`config.mk`:
```
export PLATFORM = sky130hd
export DESIGN_NAME = eth_rx_hdr_strip
export DESIGN_NICKNAME = d
export VERILOG_FILES = /design/src/rtl/eth_rx_hdr_strip.sv
export SDC_FILE = /design/constraint.sdc
export NUM_CORES = 1
export LEC_CHECK = 0
export ABC_AREA = 1
export CORE_AREA = 2 2 449 451
export CTS_CLUSTER_SIZE = 20
export DETAILED_ROUTE_END_ITERATION = 8
export DIE_AREA = 0 0 451 453
export HOLD_SLACK_MARGIN = 0.15
export PLACE_DENSITY = 0.32
export SLEW_MARGIN = 20
export SYNTH_ARGS = -nofsm -noshare
export SYNTH_HDL_FRONTEND = slang
export SYNTH_SLANG_ARGS = --single-unit
```
`constraint.sdc`:
```
create_clock -name clk -period 3.23 [get_ports clk]
set_input_delay 0.646 -clock clk [delete_from_list [all_inputs] [get_ports clk]]
set_output_delay 0.646 -clock clk [all_outputs]
set_load 0.1 [all_outputs]
```
`src/rtl/eth_rx_hdr_strip.sv`:
```
// Ethernet RX header stripper: registers the 14-byte header and re-aligns the payload stream.
// Optional statistics counters are enabled by defining ETH_RX_HDR_STRIP_STATS_EN.
module eth_rx_hdr_strip #(
    parameter int DATA_W    = 512,
    parameter int HDR_BYTES = 14,
    parameter int PAD_W     = $clog2(DATA_W / 8) + 1
) (
    input  logic                 clk,
    input  logic                 rst,
    input  logic                 mac_eth_format_rx_val,
    input  logic [DATA_W-1:0]    mac_eth_format_rx_data,
    input  logic                 mac_eth_format_rx_last,
    input  logic [PAD_W-1:0]     mac_eth_format_rx_padbytes,
    output logic                 eth_format_mac_rx_rdy,
    output logic                 eth_format_eth_rx_out_hdr_val,
    output logic [111:0]         eth_format_eth_rx_out_hdr,
    input  logic                 eth_rx_out_eth_format_hdr_rdy,
    output logic                 eth_format_eth_rx_out_data_val,
    output logic [DATA_W-1:0]    eth_format_eth_rx_out_data,
    output logic                 eth_format_eth_rx_out_data_last,
    output logic [PAD_W-1:0]     eth_format_eth_rx_out_padbytes,
    input  logic                 eth_rx_out_eth_format_data_rdy
`ifdef ETH_RX_HDR_STRIP_STATS_EN
   ,output logic [31:0]          stat_frame_cnt,
    output logic [31:0]          stat_runt_cnt
`endif
);

    localparam int DATA_BYTES = DATA_W / 8;
    localparam int HDR_W      = HDR_BYTES * 8;
    localparam int HOLD_BYTES = DATA_BYTES - HDR_BYTES;
    localparam int HOLD_W     = HOLD_BYTES * 8;
    localparam logic [PAD_W-1:0] HOLD_PAD = PAD_W'(HOLD_BYTES);
    localparam logic [PAD_W-1:0] HDR_PAD  = PAD_W'(HDR_BYTES);

    typedef enum logic [1:0] {
        ST_IDLE,
        ST_PAYLOAD,
        ST_TAIL
    } state_t;

    state_t              state_q, state_d;
    logic                hdr_val_q, hdr_val_d;
    logic [HDR_W-1:0]    hdr_q, hdr_d;
    logic [HOLD_W-1:0]   hold_q, hold_d;
    logic [PAD_W-1:0]    tail_pad_q, tail_pad_d;

    logic [HDR_W-1:0]    in_hi;
    logic [HOLD_W-1:0]   in_lo;
    logic                in_rdy;
    logic                idle_accept;
    logic                runt;
    logic                hdr_load;
    logic                out_val;
    logic                out_last;
    logic [PAD_W-1:0]    out_pad;
    logic [DATA_W-1:0]   out_raw;
    logic [DATA_W-1:0]   out_mask;

    assign in_hi = mac_eth_format_rx_data[DATA_W-1 -: HDR_W];
    assign in_lo = mac_eth_format_rx_data[HOLD_W-1:0];

    always_comb begin
        state_d     = state_q;
        hdr_val_d   = hdr_val_q;
        hdr_d       = hdr_q;
        hold_d      = hold_q;
        tail_pad_d  = tail_pad_q;
        in_rdy      = 1'b0;
        idle_accept = 1'b0;
        runt        = 1'b0;
        out_val     = 1'b0;
        out_last    = 1'b0;
        out_pad     = '0;
        out_raw     = '0;

        if (hdr_val_q && eth_rx_out_eth_format_hdr_rdy) begin
            hdr_val_d = 1'b0;
        end

        unique case (state_q)
            ST_IDLE: begin
                in_rdy      = ~hdr_val_q;
                idle_accept = mac_eth_format_rx_val & ~hdr_val_q;
                runt        = idle_accept & mac_eth_format_rx_last &
                              (mac_eth_format_rx_padbytes > HOLD_PAD);
                if (idle_accept) begin
                    hold_d = in_lo;
                    if (!runt) begin
                        if (mac_eth_format_rx_last) begin
                            tail_pad_d = mac_eth_format_rx_padbytes + HDR_PAD;
                            state_d    = ST_TAIL;
                        end else begin
                            state_d    = ST_PAYLOAD;
                        end
                    end
                end
            end

            ST_PAYLOAD: begin
                out_raw = {hold_q, in_hi};
                out_val = mac_eth_format_rx_val;
                in_rdy  = eth_rx_out_eth_format_data_rdy;
                // A last beat with at most HDR_BYTES valid bytes closes the frame in this beat.
                if (mac_eth_format_rx_last && (mac_eth_format_rx_padbytes >= HOLD_PAD)) begin
                    out_last = 1'b1;
                    out_pad  = mac_eth_format_rx_padbytes - HOLD_PAD;
                end
                if (mac_eth_format_rx_val && eth_rx_out_eth_format_data_rdy) begin
                    if (!mac_eth_format_rx_last) begin
                        hold_d = in_lo;
                    end else if (mac_eth_format_rx_padbytes >= HOLD_PAD) begin
                        state_d = ST_IDLE;
                    end else begin
                        hold_d     = in_lo;
                        tail_pad_d = mac_eth_format_rx_padbytes + HDR_PAD;
                        state_d    = ST_TAIL;
                    end
                end
            end

            ST_TAIL: begin
                out_raw  = {hold_q, {HDR_W{1'b0}}};
                out_val  = 1'b1;
                out_last = 1'b1;
                out_pad  = tail_pad_q;
                if (eth_rx_out_eth_format_data_rdy) begin
                    state_d = ST_IDLE;
                end
            end

            default: begin
                state_d = ST_IDLE;
            end
        endcase

        hdr_load = idle_accept & ~runt;
        if (hdr_load) begin
            hdr_d     = in_hi;
            hdr_val_d = 1'b1;
        end

        if (rst) begin
            in_rdy  = 1'b0;
            out_val = 1'b0;
        end
    end

    // Zero every byte position beyond the valid count so pad bytes never leak stale data.
    always_comb begin
        out_mask = '0;
        for (int unsigned i = 0; i < DATA_BYTES; i++) begin
            if ((i + 32'(out_pad)) < 32'(DATA_BYTES)) begin
                out_mask[DATA_W-1-8*i -: 8] = 8'hFF;
            end
        end
    end

    always_ff @(posedge clk) begin
        if (rst) begin
            state_q    <= ST_IDLE;
            hdr_val_q  <= 1'b0;
            hdr_q      <= '0;
            hold_q     <= '0;
            tail_pad_q <= '0;
        end else begin
            state_q    <= state_d;
            hdr_val_q  <= hdr_val_d;
            hdr_q      <= hdr_d;
            hold_q     <= hold_d;
            tail_pad_q <= tail_pad_d;
        end
    end

    assign eth_format_mac_rx_rdy            = in_rdy;
    assign eth_format_eth_rx_out_hdr_val    = hdr_val_q;
    assign eth_format_eth_rx_out_hdr        = hdr_q;
    assign eth_format_eth_rx_out_data_val   = out_val;
    assign eth_format_eth_rx_out_data       = out_val ? (out_raw & out_mask) : '0;
    assign eth_format_eth_rx_out_data_last  = out_val & out_last;
    assign eth_format_eth_rx_out_padbytes   = out_val ? out_pad : '0;

`ifdef ETH_RX_HDR_STRIP_STATS_EN
    logic [31:0] frame_cnt_q, frame_cnt_d;
    logic [31:0] runt_cnt_q, runt_cnt_d;

    always_comb begin
        frame_cnt_d = frame_cnt_q;
        runt_cnt_d  = runt_cnt_q;
        if (hdr_load && (frame_cnt_q != '1)) begin
            frame_cnt_d = frame_cnt_q + 32'd1;
        end
        if (runt && (runt_cnt_q != '1)) begin
            runt_cnt_d = runt_cnt_q + 32'd1;
        end
    end

    always_ff @(posedge clk) begin
        if (rst) begin
            frame_cnt_q <= '0;
            runt_cnt_q  <= '0;
        end else begin
            frame_cnt_q <= frame_cnt_d;
            runt_cnt_q  <= runt_cnt_d;
        end
    end

    assign stat_frame_cnt = frame_cnt_q;
    assign stat_runt_cnt  = runt_cnt_q;
`else
    // Statistics counters are compiled out; the datapath is identical.
`endif

endmodule

```
## After elaboration in Yosys (flattened, before gate mapping)

Index checks and enable logic that the tools add are counted.

- Register bits: 522
- Input bits: 525
- Output and inout port bits: 635
- Logic and storage cells: 262

- Add/subtract/negate cells: 65
- Magnitude comparators: 66
- Equality and inequality tests: 10
- Mux-type cells: 99
- Bitwise gates (word level): 8
- Reduce and logical (&&, ||, !) cells: 9

Operators by type and width:

| kind | count |
|---|---|
| two-way mux 400 bit | 4 |
| one-hot mux 512 bit (2 select lines) | 1 |
| one-hot mux 400 bit (2 select lines) | 1 |
| AND 512 bit | 1 |
| two-way mux 512 bit | 1 |
| two-way mux 8 bit | 64 |
| < comparator 8 x 7 -> 1 bit, second input constant | 63 |
| adder 6 x 7 -> 8 bit, first input constant | 32 |
| adder 5 x 7 -> 8 bit, first input constant | 16 |
| adder 4 x 7 -> 8 bit, first input constant | 8 |
| two-way mux 7 bit | 8 |
| adder 3 x 7 -> 8 bit, first input constant | 4 |
| one-hot mux 7 bit (2 select lines) | 2 |
| adder 2 x 7 -> 8 bit, first input constant | 2 |
| two-way mux 2 bit | 7 |
| != test 2 bit, second input constant | 7 |
| adder 1 x 7 -> 8 bit, first input constant | 1 |
| adder 7 x 4 -> 7 bit, second input constant | 1 |
| greater-or-equal comparator 7 x 6 -> 1 bit, second input constant | 1 |
| > comparator 7 x 6 -> 1 bit, second input constant | 1 |
| < comparator 7 bit, second input constant | 1 |
| two-way mux 1 bit | 7 |
| AND reduction 7 bit | 1 |
| subtractor 7 x 6 -> 7 bit, second input constant | 1 |
| other kinds (12) | 22 |

## Depth between registers and ports, before layout

Gate-level depths: netlist of the first run.

- Word-level depth: 9
- Depth in mapped cells: 17

## Worst setup path after synthesis of the first run

Ideal clock, no wire load.

- Kind: input to output
- Start point: input port mac_eth_format_rx_padbytes[1]
- End point: output port eth_format_eth_rx_out_data[216]
- Data arrival time: 3.955 ns
- Data required time: 2.584 ns
- Path slack: -1.371 ns
- Cell stages on the path: 14
- Path buffers: 0
- Cells stage by stage: inv_1 -> ha_1 -> nor2_1 -> nand2_1 -> nand2_1 -> nand2_2 -> nand2_4 -> nand3b_1 -> nand2_2 -> nand2_4 -> inv_2 -> nand2_2 -> nand2_2 -> nor3_1

- Cells in the longest elaborated chain, start to end: 9

RTL lines:

| what | line | RTL |
|---|---|---|
| start: declaration | 13 | `input logic [PAD_W-1:0] mac_eth_format_rx_padbytes,` |
| greater-or-equal comparator 7 x 6 -> 1 bit | 105 | `if (mac_eth_format_rx_last && (mac_eth_format_rx_padbytes >= HOLD_PAD)) begin` |
| logical AND 1 bit | 105 |  |
| two-way mux 7 bit (*) | 105 |  |
| one-hot mux 7 bit (2 select lines) (*) | 81 | `unique case (state_q)` |
| adder 6 x 7 -> 8 bit (*) | 153 | `if ((i + 32'(out_pad)) < 32'(DATA_BYTES)) begin` |
| < comparator 8 x 7 -> 1 bit (*) | 153 |  |
| two-way mux 8 bit (*) | 153 |  |
| AND 512 bit (*) | 179 | `assign eth_format_eth_rx_out_data = out_val ? (out_raw & out_mask) : '0;` |
| two-way mux 512 bit (*) | 179 |  |
| end: declaration | 19 | `output logic [DATA_W-1:0] eth_format_eth_rx_out_data,` |

Every way passes the cells marked *; elsewhere a longest branch is shown, timed or not.

## Worst setup path after layout of the first run

- Start point: input port mac_eth_format_rx_padbytes[1]
- End point: output port eth_format_eth_rx_out_data[210]

Same word-level chain as after synthesis.

==> implementation parameters, run 1 <==
Parameter                              Value

Outcome
  Run status    finished, violations left
  Failing checks    negative setup slack

Power and ir drop
  Worst ir drop on vdd    0.517 mV
  PD cells    817 mW/mm^2
  Sequential cell fraction of total power    22.6%
  Switching power total    22,000 uW
  Proportion of power drawn by combinational gates    57.9%
  Fraction of power spent switching nets    49.3%
  Leakage power of the design    0.0210 uW
  Int Pwr    22,600 uW
  Overall power    44,600 uW
  Clock network fraction of total power    19.5%

Clock network
  H-tree depth reported by CTS    3
  Clock root buffer    sky130_fd_sc_hd__clkbuf_16
  CTS tree    yes
  Number of buffers on the longest clock path    3
  Clock latency on the worst-skew pair    0.69 ns
  Number of clock buffers inserted by TritonCTS    79
  Number of sinks handled by clock tree synthesis    522
  Count of hold buffers inserted by post-cts repair    0
  Clock-pin slew of the registers on the worst-case setup and hold paths    0.05 ns

Worst setup path
  Data required, critical path    2.58 ns
  Reg-to-reg endpoint    hold_q[96]
  Crit path buffers/inverters    9
  Type of element launching the critical path    input port
  Crit path cell chain    buf_12, inv_12, ha_4, buf_4, xor2_1, nand3_4, nand2_4, buf_12, clkinv_8, nor2_8, buf_12, nand2_8, nand4_1, buf_6, nor2_2, buf_4, buf_12
  Setup slack of the most critical reg-to-reg path    0.46 ns
  Number of logic stages on the critical path including buffering    17
  Most frequent cell on the critical path    sky130_fd_sc_hd__buf_12
  CP delay by family, top    buffers and inverters
  Worst r2r src    state_q[1]
  Worst-path maximum fanout    8
  Peak per-stage delay on the critical path    0.37 ns
  Length in cells of the worst reg-to-reg path    13
  Data arrival time at the worst-slack endpoint    3.03 ns
  Critical path capture point    eth_format_eth_rx_out_data[210]
  Setup CP Type    input port to output port
  Origin of the worst setup path    mac_eth_format_rx_padbytes[1]
  CP Capture Type    output port
  Slowest-stage cell, CP    sky130_fd_sc_hd__xor2_1

Finish
  Share of final-layout standard cells stronger than drive strength 1    36.2%
  Final cell count without fillers    7,811
  Leading cell type in the layout, fill and taps excluded    sky130_fd_sc_hd__nor2_1
  Most frequent cells in the layout    sky130_fd_sc_hd__nor2_1, sky130_fd_sc_hd__buf_12, sky130_fd_sc_hd__dfxtp_1
  Area delta synth->final    132%
  Post-layout net count    5,608

Placed design
  Port Buf Inserts    1,159
  Sum of net half-perimeters after detailed placement    139,000 um
  Dpl ws    -1.12 ns
  Placer Congestion    0.814
  Cell Count Post-Placement    7,529

Timing
  Final Hold Violating Endpoints    0
  Final worst slack    -0.448 ns
  Max Clock Skew    0.0224 ns
  Maximum clock rate    272 MHz
  Actual slew at the worst max-slew pin    0.669 ns
  Portion of the clock cycle consumed by the worst path in the final layout    114%
  Hold Slack    0.325 ns
  Setup total negative slack    -161.81 ns
  Max-slew headroom at the worst pin    54.9%
  # setup viols final    526
  Final max-slew violation count    0
  Setup repair after global routing missed its margin    yes
  Final critical path time including I/O delays and setup    3.68 ns

Route
  DRC errors left    0
  Routed wire length    181,000 um
  Total via count after detailed routing    29,200
  Post-DR wirelength/cell    23.2 um
  Detailed Routing Iterations Pass 1    5
  Vias per cell    3.73
  Initial detailed-routing violation count    1,328
  Final antenna-violating net count    0

Run
  Max-capacitance violation count    0

Floorplan
  Floorplan Core Area    0.199 mm^2
  Effective utilization at floorplan    11.8%
  Number of standard-cell rows in the floorplan    164
  Die Wd    451 um
  I/O pin count    1,160
  Die extent in y    453 um
  Total Die Area    0.204 mm^2

Hold path
  HP Class    input port to flop

Global route
  Via count of the first global-routing pass    28,800
  Global routing usage summed across all routing layers    16.6%
  Number of antenna violations at the first check in global routing    44
  Global-route wire length before repair    239,000 um
  Largest net degree at the start of global routing    78
  Sum of overflow across all layers after global routing    0

Synth
  Gate Count Post-Synth    3,637
  Total number of yosys warnings    0
  Cell area after synthesis    0.0235 mm^2
  Post-synthesis sequential area ratio    44.4%
  Share of Yosys cell area claimed by the top area cell type    44.4%
  Synthesized area divided by synthesized cell count    6.47 um^2
  Synth unique cells    35
  Largest cells by area after synthesis    sky130_fd_sc_hd__dfxtp_1, sky130_fd_sc_hd__nor2_1, sky130_fd_sc_hd__o21ai_0
  Net count after synthesis    4,166
  Cell accounting for the most synthesized area    sky130_fd_sc_hd__dfxtp_1
  Register bit count reported by yosys    522
[how the worst min path moves through the flow]
| stage | slack, ns | cells after the start | from | end |
|---|---|---|---|---|
| finish | 0.32 | 3 | mac_eth_format_rx_padbytes[1] | tail_pad_q[1] |
| global placement | 0.46 | 2 | hold_q[165] | hold_q[165] |
| global route | 0.26 | 3 | mac_eth_format_rx_padbytes[1] | tail_pad_q[1] |
| CTS | 0.30 | 4 | mac_eth_format_rx_padbytes[1] | tail_pad_q[1] |
| detailed placement | 0.47 | 2 | hold_q[336] | hold_q[336] |
| floorplan | 0.45 | 2 | tail_pad_q[0] | tail_pad_q[0] |
[cells in the mapped netlist, drive strengths merged]
master,number
nand2,614
nand3,51
a211oi,1
o21ai,536
clkbuf,160
o2111ai,1
nor2,1568
nand3b,2
a31oi,3
inv,47
a21oi,15
clkinv,3
nor3,10
dfxtp,522
nand4,5
ha,4
xor2,1
o211ai,14
buf,80
[area by class of cell]
| class | count | area [um^2] |
|---|---|---|
| diodes | 22 | 55.1 |
| flip-flops and latches | 522 | 10500 |
| fillers | 21400 | 145000 |
| inverters | 50 | 344 |
| clock inverters | 18 | 228 |
| multi-input cells | 2826 | 15500 |
| clock buffers | 117 | 2300 |
| repair buffers | 1599 | 22500 |
| well taps | 2656 | 3320 |
| repair inverters | 1 | 16.3 |
[what timing repair did]
action                                  4_1_cts  5_1_grt
setup buffers                                61       50
endpoints found under the setup margin      521      643
cloned                                       13       24
gates resized for setup                     332      466
pin swaps                                    71      113
[metrics by stage]
step | area [um^2] | util, %
after floorplan | 25000 | -
after global placement | 47700 | 23.9
after detailed placement | 47700 | 23.9
after CTS | 52100 | 26.2
after global routing | 54600 | 27.4
final | 54600 | 27.4
[routing by layer]
layer	routed length, um	vias to the layer above	GRT usage (%)
met4	5660	18	5.65
met1	70800	13800	18.8
met5	123	-	0
met3	9430	215	4.27
li1	-	14400	-
met2	95100	741	30.1
[cell families after synthesis]
kind of cell / after synthesis / share of synthesized area, %
and+or+nand+nor: 2250 / 37.3
AOI/OAI and AO/OA: 570 / 12.9
DFF: 522 / 44.4
buffers and inverters: 290 / 5.10
adders and majority gates: 4 / 0.213
xor gates and xnor gates: 1 / 0.0372
[flip-flops by register name (all words and copies together) (netlist names)]
name and cells:
eth_format_eth_rx_out_hdr 112, eth_format_eth_rx_out_hdr_val 1, hold_q 400, state_q 2, tail_pad_q 7
[power groups by stage]
stage / Clock (uW) / Combinational [uW] / Sequential, uW
floorplan: 0 / 11100 / 12900
CTS: 9090 / 24700 / 10100
global route: 9290 / 27900 / 10400
detailed placement: 0 / 23800 / 10200
finish: 8710 / 25800 / 10100
global placement: 0 / 23700 / 10100
[worst min-delay path, cell delays in order]
cell                      delay [ns]
sky130_fd_sc_hd__buf_12         0.11
sky130_fd_sc_hd__buf_4          0.14
sky130_fd_sc_hd__a21oi_1        0.06
(Power assumes the default switching activity.)
==> run 2: changes to the inputs <==
==> constraint.sdc (replaced) <==
create_clock -name clk -period 3.8 [get_ports clk]
set_input_delay 0.76 -clock clk [delete_from_list [all_inputs] [get_ports clk]]
set_output_delay 0.76 -clock clk [all_outputs]
set_load 0.1 [all_outputs]
==> run 2 against run 1 <==
Against the previous run:
- the flow now finishes without violations
- critical path depth increased by 2
- first-iteration DRC count shrank 2.1%
- final cell count down 0.86%
- die area did not move
- core utilization down 0.20 points
- routed wire length shrank 0.51%
- clock power decreased by 10%
- total power shrank 16%
- setup slack gained 0.52 ns
- worst hold slack improved by 0.090 ns
- combinational power shrank 19%
- largest cell class unchanged
==> implementation parameters, run 2 (synthesized netlist as in run 1, its figures left out) <==
Parameter                              Value

Outcome
  Run status    finished clean

Global route
  Number of antenna violations at the first check in global routing    50
  Global routing usage summed across all routing layers    16.9%
  Global-route wire length before repair    243,000 um
  Sum of overflow across all layers after global routing    0
  Largest net degree at the start of global routing    98
  Via count of the first global-routing pass    28,900

Power and ir drop
  Leakage power of the design    0.0202 uW
  Overall power    37,500 uW
  PD cells    691 mW/mm^2
  Worst ir drop on vdd    0.439 mV

Worst setup path
  CP Capture Type    output port
  Data required, critical path    3.04 ns
  Worst-path maximum fanout    8
  Setup slack of the most critical reg-to-reg path    0.95 ns
  Setup CP Type    input port to output port
  Origin of the worst setup path    mac_eth_format_rx_padbytes[2]
  Type of element launching the critical path    input port
  Data arrival time at the worst-slack endpoint    2.97 ns
  Worst r2r src    state_q[1]

Placed design
  Total cell area at the placement stage    0.0486 mm^2
  Sum of net half-perimeters after detailed placement    142,000 um
  Placer Congestion    0.850
  Port Buf Inserts    1,159

Timing
  Portion of the clock cycle consumed by the worst path in the final layout    98.2%
  Hold Slack    0.415 ns
  Maximum clock rate    268 MHz
  Setup total negative slack    0 ns
  Final critical path time including I/O delays and setup    3.73 ns
  Max-slew headroom at the worst pin    27.2%
  Setup repair after global routing missed its margin    yes
  Final Hold Violating Endpoints    0
  # setup viols final    0
  Max Clock Skew    0.0202 ns
  Final max-slew violation count    0
  Actual slew at the worst max-slew pin    1.09 ns

Finish
  Post-layout net count    5,526
  Biggest register    hold_q
  Area delta synth->final    131%
  Leading cell type in the layout, fill and taps excluded    sky130_fd_sc_hd__nor2_1
  Number of flip-flops under the largest register name    400
  Final design utilization    27.2%
  Non-Filler Cell Area, Final    0.0542 mm^2
  Most frequent cells in the layout    sky130_fd_sc_hd__nor2_1, sky130_fd_sc_hd__buf_12, sky130_fd_sc_hd__clkdlybuf4s50_1
  Share of final-layout standard cells stronger than drive strength 1    35.6%

Route
  Initial detailed-routing violation count    1,300
  Post-DR wirelength/cell    23.3 um
  Detailed Routing Iterations Pass 1    5
  Routed wire length    180,000 um
  Total via count after detailed routing    28,900
  DRC errors left    0
  Final antenna-violating net count    0
  Vias per cell    3.73

Clock network
  Number of buffers on the longest clock path    3
  Clock-pin slew of the registers on the worst-case setup and hold paths    0.05 ns
  Clock root buffer    sky130_fd_sc_hd__clkbuf_16
  H-tree depth reported by CTS    3
  Count of hold buffers inserted by post-cts repair    0
  CTS tree    yes
  Number of clock buffers inserted by TritonCTS    79
  Clock latency on the worst-skew pair    0.70 ns
  Number of sinks handled by clock tree synthesis    522

Hold path
  Min-delay src    mac_eth_format_rx_padbytes[1]
  HP Class    input port to flop

Floorplan
  Die extent in y    453 um
  Number of standard-cell rows in the floorplan    164
  Effective utilization at floorplan    11.8%
  Die Wd    451 um
  Floorplan Core Area    0.199 mm^2
  Total Die Area    0.204 mm^2
  I/O pin count    1,160

Run
  Max-capacitance violation count    0
-- run 2: metrics by stage --
stage / setup slack [ns] / cells
2_1_floorplan: -0.407 / 3637
3_3_place_gp: -0.825 / 7508
3_5_place_dp: -0.791 / 7508
4_1_cts: -0.102 / 7701
5_1_grt: -0.0887 / 7741
6_report: 0.0693 / 7744
-- run 2: power by group --
group	internal (uW)	switching, uW	leakage (uW)	total, uW
logic	6710	14300	0.0145	21000
registers	7520	1150	0.00433	8670
clock network	4760	3070	0.00133	7830
total	19000	18500	0.0202	37500
-- run 2: final cells by class --
type	count	area (um^2)
Clock buffer	122	2410
Multi-Input combinational cell	2825	15900
Clock inverter	22	288
Sequential cell	522	10500
Fill cell	21500	145000
Timing Repair inverter	1	17.5
Tap cell	2656	3320
Antenna cell	28	70.1
Timing Repair Buffer	1518	21500
Inverter	50	304
-- run 2: repair_timing --
action | CTS | global route
gates cloned | 12 | 5
pin swaps | 91 | 83
gates resized for setup | 350 | 168
endpoints found under the setup margin | 519 | 499
buffers inserted | 39 | 19
-- run 2: worst max-delay path, cell delays in order --
cell	delay [ns]
sky130_fd_sc_hd__buf_12	0.10
sky130_fd_sc_hd__inv_12	0.03
sky130_fd_sc_hd__ha_4	0.15
sky130_fd_sc_hd__nor2_4	0.07
sky130_fd_sc_hd__nand2_2	0.08
sky130_fd_sc_hd__nand2_4	0.08
sky130_fd_sc_hd__nand2_4	0.07
sky130_fd_sc_hd__nand2_8	0.12
sky130_fd_sc_hd__nand3_2	0.09
sky130_fd_sc_hd__nand2_2	0.10
sky130_fd_sc_hd__buf_6	0.11
sky130_fd_sc_hd__nand2_4	0.04
sky130_fd_sc_hd__nand2_4	0.12
sky130_fd_sc_hd__clkinvlp_4	0.18
sky130_fd_sc_hd__buf_6	0.18
sky130_fd_sc_hd__o211ai_4	0.22
sky130_fd_sc_hd__buf_12	0.20
sky130_fd_sc_hd__nor2_2	0.07
sky130_fd_sc_hd__buf_12	0.16
-- run 2: worst paths after layout --
kind | endpoint | cells after the start
setup / recovery | eth_format_eth_rx_out_data[352] | 19
hold / removal | tail_pad_q[1] | 3
setup reg to reg | hold_q[58] | 13
hold reg to reg | hold_q[169] | 2
-- run 2: per-layer routing --
layer	routed length [um]	part of all wire, %	up-vias	track usage, %
met4	5100	2.8	22	5.89
li1	-	-	14200	-
met2	95200	53	724	30.9
met5	131	0.073	-	0
met1	70800	39	13700	19.1
met3	8950	5.0	212	4.00
